<file path="config.mk">
export PLATFORM = sky130hd
export DESIGN_NAME = uart_rx
export DESIGN_NICKNAME = d
export VERILOG_FILES = /design/src/rtl/uart_pkg.sv /design/src/rtl/uart_baud_gen.sv /design/src/rtl/uart_rx.sv
export SDC_FILE = /design/constraint.sdc
export NUM_CORES = 1
export LEC_CHECK = 0
export ABC_CLOCK_PERIOD_IN_PS = 3800
export CORE_UTILIZATION = 60
export CTS_CLUSTER_DIAMETER = 100
export DETAILED_ROUTE_END_ITERATION = 8
export PLACE_DENSITY_LB_ADDON = 0.08
export SLEW_MARGIN = 20
export SYNTH_ARGS = -nofsm -noshare
export SYNTH_HDL_FRONTEND = slang
export SYNTH_SLANG_ARGS = --single-unit
</file>
<file path="constraint.sdc">
create_clock -name clk -period 3.8 [get_ports clk]
set_input_delay 1.14 -clock clk [delete_from_list [all_inputs] [get_ports clk]]
set_output_delay 1.14 -clock clk [all_outputs]
set_load 0.01 [all_outputs]
</file>
<file path="src/rtl/uart_pkg.sv">
// ============================================================================
// Module   : uart_pkg
// Brief    : Shared FSM encoding, frame constants and baud divisor helper for
//            the UART receiver. Optional macro: UART_RX_PARITY_EN.
// Revision : 1.0
// ============================================================================
`default_nettype none

package uart_pkg;

    localparam int OVS_DEFAULT = 16;
    localparam int DATA_BITS   = 8;

    typedef enum logic [2:0] {
        ST_IDLE      = 3'd0,
        ST_START     = 3'd1,
        ST_DATA      = 3'd2,
`ifdef UART_RX_PARITY_EN
        ST_PARITY    = 3'd3,
`endif
        ST_STOP      = 3'd4,
        ST_WAIT_IDLE = 3'd5
    } rx_state_t;

    // Truncating divide; clamped to 1 so a too-fast baud still yields a tick
    function automatic int calc_divisor(input int clk_hz, input int baud, input int ovs);
        int div;
        div = clk_hz / (baud * ovs);
        if (div < 1) div = 1;
        return div;
    endfunction

endpackage

`default_nettype wire

</file>
<file path="src/rtl/uart_baud_gen.sv">
// ============================================================================
// Module   : uart_baud_gen
// Brief    : Free-running oversample tick generator, one-cycle tick on wrap.
// Revision : 1.0
// ============================================================================
`default_nettype none

module uart_baud_gen
    import uart_pkg::*;
#(
    parameter int CLK_HZ = 50000000,
    parameter int BAUD   = 115200,
    parameter int OVS    = OVS_DEFAULT
) (
    input  logic clk,
    input  logic rst_n,
    output logic tick
);

    localparam int DIV = calc_divisor(CLK_HZ, BAUD, OVS);
    localparam int CW  = (DIV > 1) ? $clog2(DIV) : 1;

    logic [CW-1:0] cnt;

    always_ff @(posedge clk or negedge rst_n) begin
        if (!rst_n) begin
            cnt  <= '0;
            tick <= 1'b0;
        end else if (cnt == CW'(DIV - 1)) begin
            cnt  <= '0;
            tick <= 1'b1;
        end else begin
            cnt  <= cnt + CW'(1);
            tick <= 1'b0;
        end
    end

endmodule

`default_nettype wire

</file>
<file path="src/rtl/uart_rx.sv">
// ============================================================================
// Module   : uart_rx
// Brief    : Oversampling 8N1 UART receiver with consumer gating and framing
//            error pulse. Macro UART_RX_PARITY_EN adds an even parity bit.
// Revision : 1.0
// ============================================================================
`default_nettype none

module uart_rx
    import uart_pkg::*;
#(
    parameter int CLK_HZ = 50000000,
    parameter int BAUD   = 115200,
    parameter int OVS    = OVS_DEFAULT
) (
    input  logic                 clk,
    input  logic                 reset,
    input  logic                 rx,
    input  logic                 want,
    output logic [DATA_BITS-1:0] rhr_data,
    output logic [7:0]           rx_data_ready,
    output logic                 rx_valid,
    output logic                 frame_err,
    output logic                 busy
);

    localparam int TW = (OVS > 1) ? $clog2(OVS) : 1;
    localparam int BW = $clog2(DATA_BITS);

    logic [1:0] rst_pipe;
    logic       rst_n;
    logic [1:0] rx_pipe;
    logic       rx_s;
    logic       tick;

    rx_state_t            state, state_nx;
    logic [TW-1:0]        tcnt, tcnt_nx;
    logic [BW-1:0]        bcnt, bcnt_nx;
    logic [DATA_BITS-1:0] shift, shift_nx;
    logic [DATA_BITS-1:0] rhr_nx;
    logic [7:0]           cnt_nx;
    logic                 valid_nx, ferr_nx;
    logic                 stop_ok;

    // Asynchronous assert, synchronous release of the internal reset
    always_ff @(posedge clk or negedge reset) begin
        if (!reset) rst_pipe <= 2'b00;
        else        rst_pipe <= {rst_pipe[0], 1'b1};
    end
    assign rst_n = rst_pipe[1];

    always_ff @(posedge clk or negedge rst_n) begin
        if (!rst_n) rx_pipe <= 2'b11;
        else        rx_pipe <= {rx_pipe[0], rx};
    end
    assign rx_s = rx_pipe[1];

    uart_baud_gen #(
        .CLK_HZ (CLK_HZ),
        .BAUD   (BAUD),
        .OVS    (OVS)
    ) u_baud_gen (
        .clk   (clk),
        .rst_n (rst_n),
        .tick  (tick)
    );

`ifdef UART_RX_PARITY_EN
    logic perr, perr_nx;
    assign stop_ok = rx_s && !perr;
`else
    assign stop_ok = rx_s;
`endif

    always_comb begin
        state_nx = state;
        tcnt_nx  = tcnt;
        bcnt_nx  = bcnt;
        shift_nx = shift;
        rhr_nx   = rhr_data;
        cnt_nx   = rx_data_ready;
        valid_nx = 1'b0;
        ferr_nx  = 1'b0;
`ifdef UART_RX_PARITY_EN
        perr_nx  = perr;
`endif
        unique case (state)
            ST_IDLE: begin
                if (!rx_s) begin
                    state_nx = ST_START;
                    tcnt_nx  = '0;
                end
            end
            ST_START: begin
                if (tick) begin
                    if (tcnt == TW'(OVS / 2 - 1)) begin
                        tcnt_nx  = '0;
                        bcnt_nx  = '0;
                        state_nx = rx_s ? ST_IDLE : ST_DATA;
`ifdef UART_RX_PARITY_EN
                        perr_nx  = 1'b0;
`endif
                    end else begin
                        tcnt_nx = tcnt + TW'(1);
                    end
                end
            end
            ST_DATA: begin
                if (tick) begin
                    if (tcnt == TW'(OVS - 1)) begin
                        tcnt_nx  = '0;
                        shift_nx = {rx_s, shift[DATA_BITS-1:1]};
                        bcnt_nx  = bcnt + BW'(1);
                        if (bcnt == BW'(DATA_BITS - 1)) begin
`ifdef UART_RX_PARITY_EN
                            state_nx = ST_PARITY;
`else
                            state_nx = ST_STOP;
`endif
                        end
                    end else begin
                        tcnt_nx = tcnt + TW'(1);
                    end
                end
            end
`ifdef UART_RX_PARITY_EN
            ST_PARITY: begin
                if (tick) begin
                    if (tcnt == TW'(OVS - 1)) begin
                        tcnt_nx  = '0;
                        perr_nx  = rx_s ^ (^shift);
                        state_nx = ST_STOP;
                    end else begin
                        tcnt_nx = tcnt + TW'(1);
                    end
                end
            end
`endif
            ST_STOP: begin
                if (tick) begin
                    if (tcnt == TW'(OVS - 1)) begin
                        tcnt_nx = '0;
                        if (stop_ok) begin
                            state_nx = ST_IDLE;
                            if (want) begin
                                rhr_nx   = shift;
                                cnt_nx   = rx_data_ready + 8'd1;
                                valid_nx = 1'b1;
                            end
                        end else begin
                            ferr_nx  = 1'b1;
                            state_nx = ST_WAIT_IDLE;
                        end
                    end else begin
                        tcnt_nx = tcnt + TW'(1);
                    end
                end
            end
            ST_WAIT_IDLE: begin
                // Line must stay high for a whole bit before hunting again
                if (!rx_s) begin
                    tcnt_nx = '0;
                end else if (tick) begin
                    if (tcnt == TW'(OVS - 1)) begin
                        tcnt_nx  = '0;
                        state_nx = ST_IDLE;
                    end else begin
                        tcnt_nx = tcnt + TW'(1);
                    end
                end
            end
            default: state_nx = ST_IDLE;
        endcase
    end

    always_ff @(posedge clk or negedge rst_n) begin
        if (!rst_n) begin
            state         <= ST_IDLE;
            tcnt          <= '0;
            bcnt          <= '0;
            shift         <= '0;
            rhr_data      <= '0;
            rx_data_ready <= '0;
            rx_valid      <= 1'b0;
            frame_err     <= 1'b0;
`ifdef UART_RX_PARITY_EN
            perr          <= 1'b0;
`endif
        end else begin
            state         <= state_nx;
            tcnt          <= tcnt_nx;
            bcnt          <= bcnt_nx;
            shift         <= shift_nx;
            rhr_data      <= rhr_nx;
            rx_data_ready <= cnt_nx;
            rx_valid      <= valid_nx;
            frame_err     <= ferr_nx;
`ifdef UART_RX_PARITY_EN
            perr          <= perr_nx;
`endif
        end
    end

    assign busy = (state != ST_IDLE);

endmodule

`default_nettype wire

</file>
==> run summary <==
The run finished with clean final reports. VDD sags by at most 0.271 mV. The run gives 0.00383 mm^2 as the full die area. Once placement completed, the tool counted placed cells totaling 234. Counting every net in the synthesized netlist gives 184. The wire-length estimate of the detail-placed layout is 2570 um. Setup slack of the most critical reg-to-reg path: 1610 ps. After detailed routing, the number of vias per cell comes to 5.85.

On the critical path, the stage with the largest delay is an instance of sky130_fd_sc_hd__dfrtp_1. The run gives 0.231 as the overall track demand over capacity in global routing. The final net count is 205, and the worst slack on hold paths is 367 ps.

Across the run, the number of max-cap violations was 0. Ranked by total cell area, the synthesized netlist is headed by sky130_fd_sc_hd__dfrtp_1 51%, sky130_fd_sc_hd__mux2_2 6.3%, sky130_fd_sc_hd__ha_1 3.5%. Summed over all cells, the static leakage comes to 1.16 nW. The height of the chip was 61.9 um. The number of failing hold endpoints at the final stage was 0. The cell type with the largest total area after synthesis is sky130_fd_sc_hd__dfrtp_1. The worst min-delay path class is flop to flop.

The worst setup path is launched from a flop. The clock latency at the later pin of the worst-skew pair is 360 ps, and the worst-case headroom to the max-slew limit is 0.392. The floorplan step set the die width to 61.9 um.

Register bit total from synthesis: 46. The sequential element share of the synthesized area was 0.536; the average detailed-routed wire length per instance was 15.4 um. The repair_antennas step left the layout with diodes totalling 0. For the final database, setup skew stands at 17.4 ps. After clock tree synthesis, the flow added hold-fix buffers numbering 0.

The tools report the reg-to-reg critical path startpoint as tcnt[0]. Summed over all layers, the routed wires come to 3740 um. Routability-driven placement finished with a final weighted congestion of 0.871.

For the core box area, the log shows 0.00339 mm^2. By count the netlist is led by 44 x sky130_fd_sc_hd__dfrtp_1, 12 x sky130_fd_sc_hd__mux2_2, 9 x sky130_fd_sc_hd__nor2_1. Summing all placed instances gives a cell area of 0.00238 mm^2. The stage delay of the slowest cell on the critical path is 540 ps, and the final critical-path required period is 2950 ps. After synthesis, the netlist uses 51 different library cells.

The number of buffers added for setup after CTS is 0, and the number of enable flip-flop cells after synthesis is 0. The number of I/O pins was 23; the final core utilization was 0.725. The most common cell in the synthesized netlist is sky130_fd_sc_hd__dfrtp_1. The final number of max-transition violations came out at 0. The count of instances resized after the clock tree is built is 0. Based on the critical path, the design can be clocked at up to 340 MHz. In this run the worst path has a maximum fanout of 14.

The post-synthesis area per instance is 12.4 um^2, and the number of clock buffers inserted by TritonCTS is 5. The via count of the first global-routing pass is 1,403, and the number of port buffers is 22. The tree is rooted in a sky130_fd_sc_hd__clkbuf_4. The share of the synthesized area in the top cell type is 0.512.

TritonCTS built the clock tree. STA puts the critical path data arrival time at 1810 ps. Number of vias after detailed routing: 1,415.

Tracing the worst setup path back leads to its startpoint at state[2]. With fillers left out, the area of the finished cells amounts to 0.00246 mm^2. The first-pass GRT wire length is 6220 um, and the total number of yosys warnings is 0. The critical path is of the flop to primary output type. The remaining number of nets flagged by the antenna check after routing was 0; the pin slew with the least headroom to its limit was 912 ps.

In this run the most critical hold path is launched from rst_pipe[0]. The number of antenna violations at the first check in global routing is 0, and the share of final-layout standard cells stronger than drive strength 1 is 0.153. After technology mapping, the gate count stands at 174.

The number of buffers between clock root and the deepest sink was 2. The post-route fraction of the period consumed by the critical path was 0.775. Relative to the synthesized area, the layout overhead comes to 14.2%. Setup repair after global routing left no endpoint under its margin. After clock tree synthesis, the clock-pin slew on the worst setup and hold paths is 130 ps.

Power density relative to cell area: 328 mW/mm^2. The most used flip-flop cell after synthesis is sky130_fd_sc_hd__dfrtp_1. The number of cells on the worst reg-to-reg path is 4. The tools report the accumulated negative setup slack as 0 ps. The pre-antenna-repair detailed-routing pass consisted of 4 iterations. The count of unresolved DRC violations after routing was 0; the share of synthesized registers carrying an async set or reset was 1.00. After the first detailed-routing iteration, the DRC count stood at 116. The signal on the critical path passes through or3_1, clkdlybuf4s50_1.

Entering global routing, the biggest net connects 45 pins. In this run the worst setup path terminates at busy. Capture instance of the worst register-to-register path: rhr_data[3]. After global routing the overflow that remains totals 0.

STA classifies the critical path endpoint as a primary output. Data on the critical path is required at its endpoint by 2660 ps. Setup violations remaining at the end of the flow were counted as 0.

The run gives 0.635 as the effective utilization at floorplan. The H-tree generated during clock tree synthesis spans 2 levels. The finished layout holds 242 standard cells, fillers aside.

The run gives 21 as the floorplan row count. Clock tree synthesis found a total of 46 sinks. The mapped netlist covers 0.00215 mm^2.
[per-stage QoR]
| stage | worst slack [ps] | power (W) |
|---|---|---|
| CTS | 828 | 0.000817 |
| global placement | 1000 | 0.000518 |
| detailed placement | 974 | 0.000519 |
| finish | 855 | 0.000806 |
| floorplan | 1790 | 0.000512 |
| global route | 741 | 0.000838 |
[power by group]
group          switching [W]  internal [W]
sequential        0.00000980      0.000493
combinational     0.00000275    0.00000364
clock               0.000159      0.000139
total               0.000171      0.000635
[metal layers]
| metal | track usage | vias to the layer above | wire length [um] |
|---|---|---|---|
| met5 | 0 | - | 0 |
| met3 | 0.0642 | 6 | 161 |
| met4 | 0.124 | 0 | 55 |
| met1 | 0.284 | 697 | 1670 |
| met2 | 0.370 | 45 | 1850 |
| li1 | - | 667 | - |
[worst min-delay path by stage]
stage,endpoint,slack (ps),depth (start not counted)
after detailed placement,rst_pipe[1],340,0
after floorplan,rst_pipe[1],330,0
after CTS,rst_pipe[1],370,0
after global placement,rst_pipe[1],340,0
after global routing,rx_pipe[1],380,0
final,rst_pipe[1],370,0
[cell type report]
cell class	instances	area (um^2)
sequential	46	1150
fill	226	932
multi-input combinational	116	931
timing repair buffer	22	220
tap	46	57.6
clock buffer	6	41.3
clock inverter	2	37.5
inverter	4	15.0
[sequential cells by signal, indices dropped and copies added, names as in the netlist]
signal and count:
rhr_data 8, frame_err 1, rx_data_ready 8, rst_pipe 2, rx_valid 1, state 3
bcnt 3, u_baud_gen.tick 1, rx_pipe 2, shift 8, tcnt 4, u_baud_gen.cnt 5
[worst max-delay path, delay by kind of cell (launching register included)]
family                 cells  cell delay, ps
flip-flops                 1             540
buffers and inverters      1             480
AND/OR/NAND/NOR            1             430
[cells by family after synthesis]
family	share of synthesized area
simple gates	0.144
flops	0.536
compound gates	0.102
mux	0.0988
buf+inv	0.0314
xor+xnor	0.0517
fa+ha+maj	0.0349
other cells	0.00174
[layout by cell type (no fill, tap or decap), drive strengths merged, types with 3 or more instances in the layout]
cell,n
nand2b,4
and4,3
dfrtp,44
clkdlybuf4s50,22
xnor2,7
nand2,8
a21oi,4
a22o,3
ha,6
a31oi,4
xor2,4
mux2,18
clkbuf,6
o22ai,3
inv,4
and3,4
nand4,4
nor2,10
o21ai,7
Note: power is estimated with default switching activity, not from simulation.
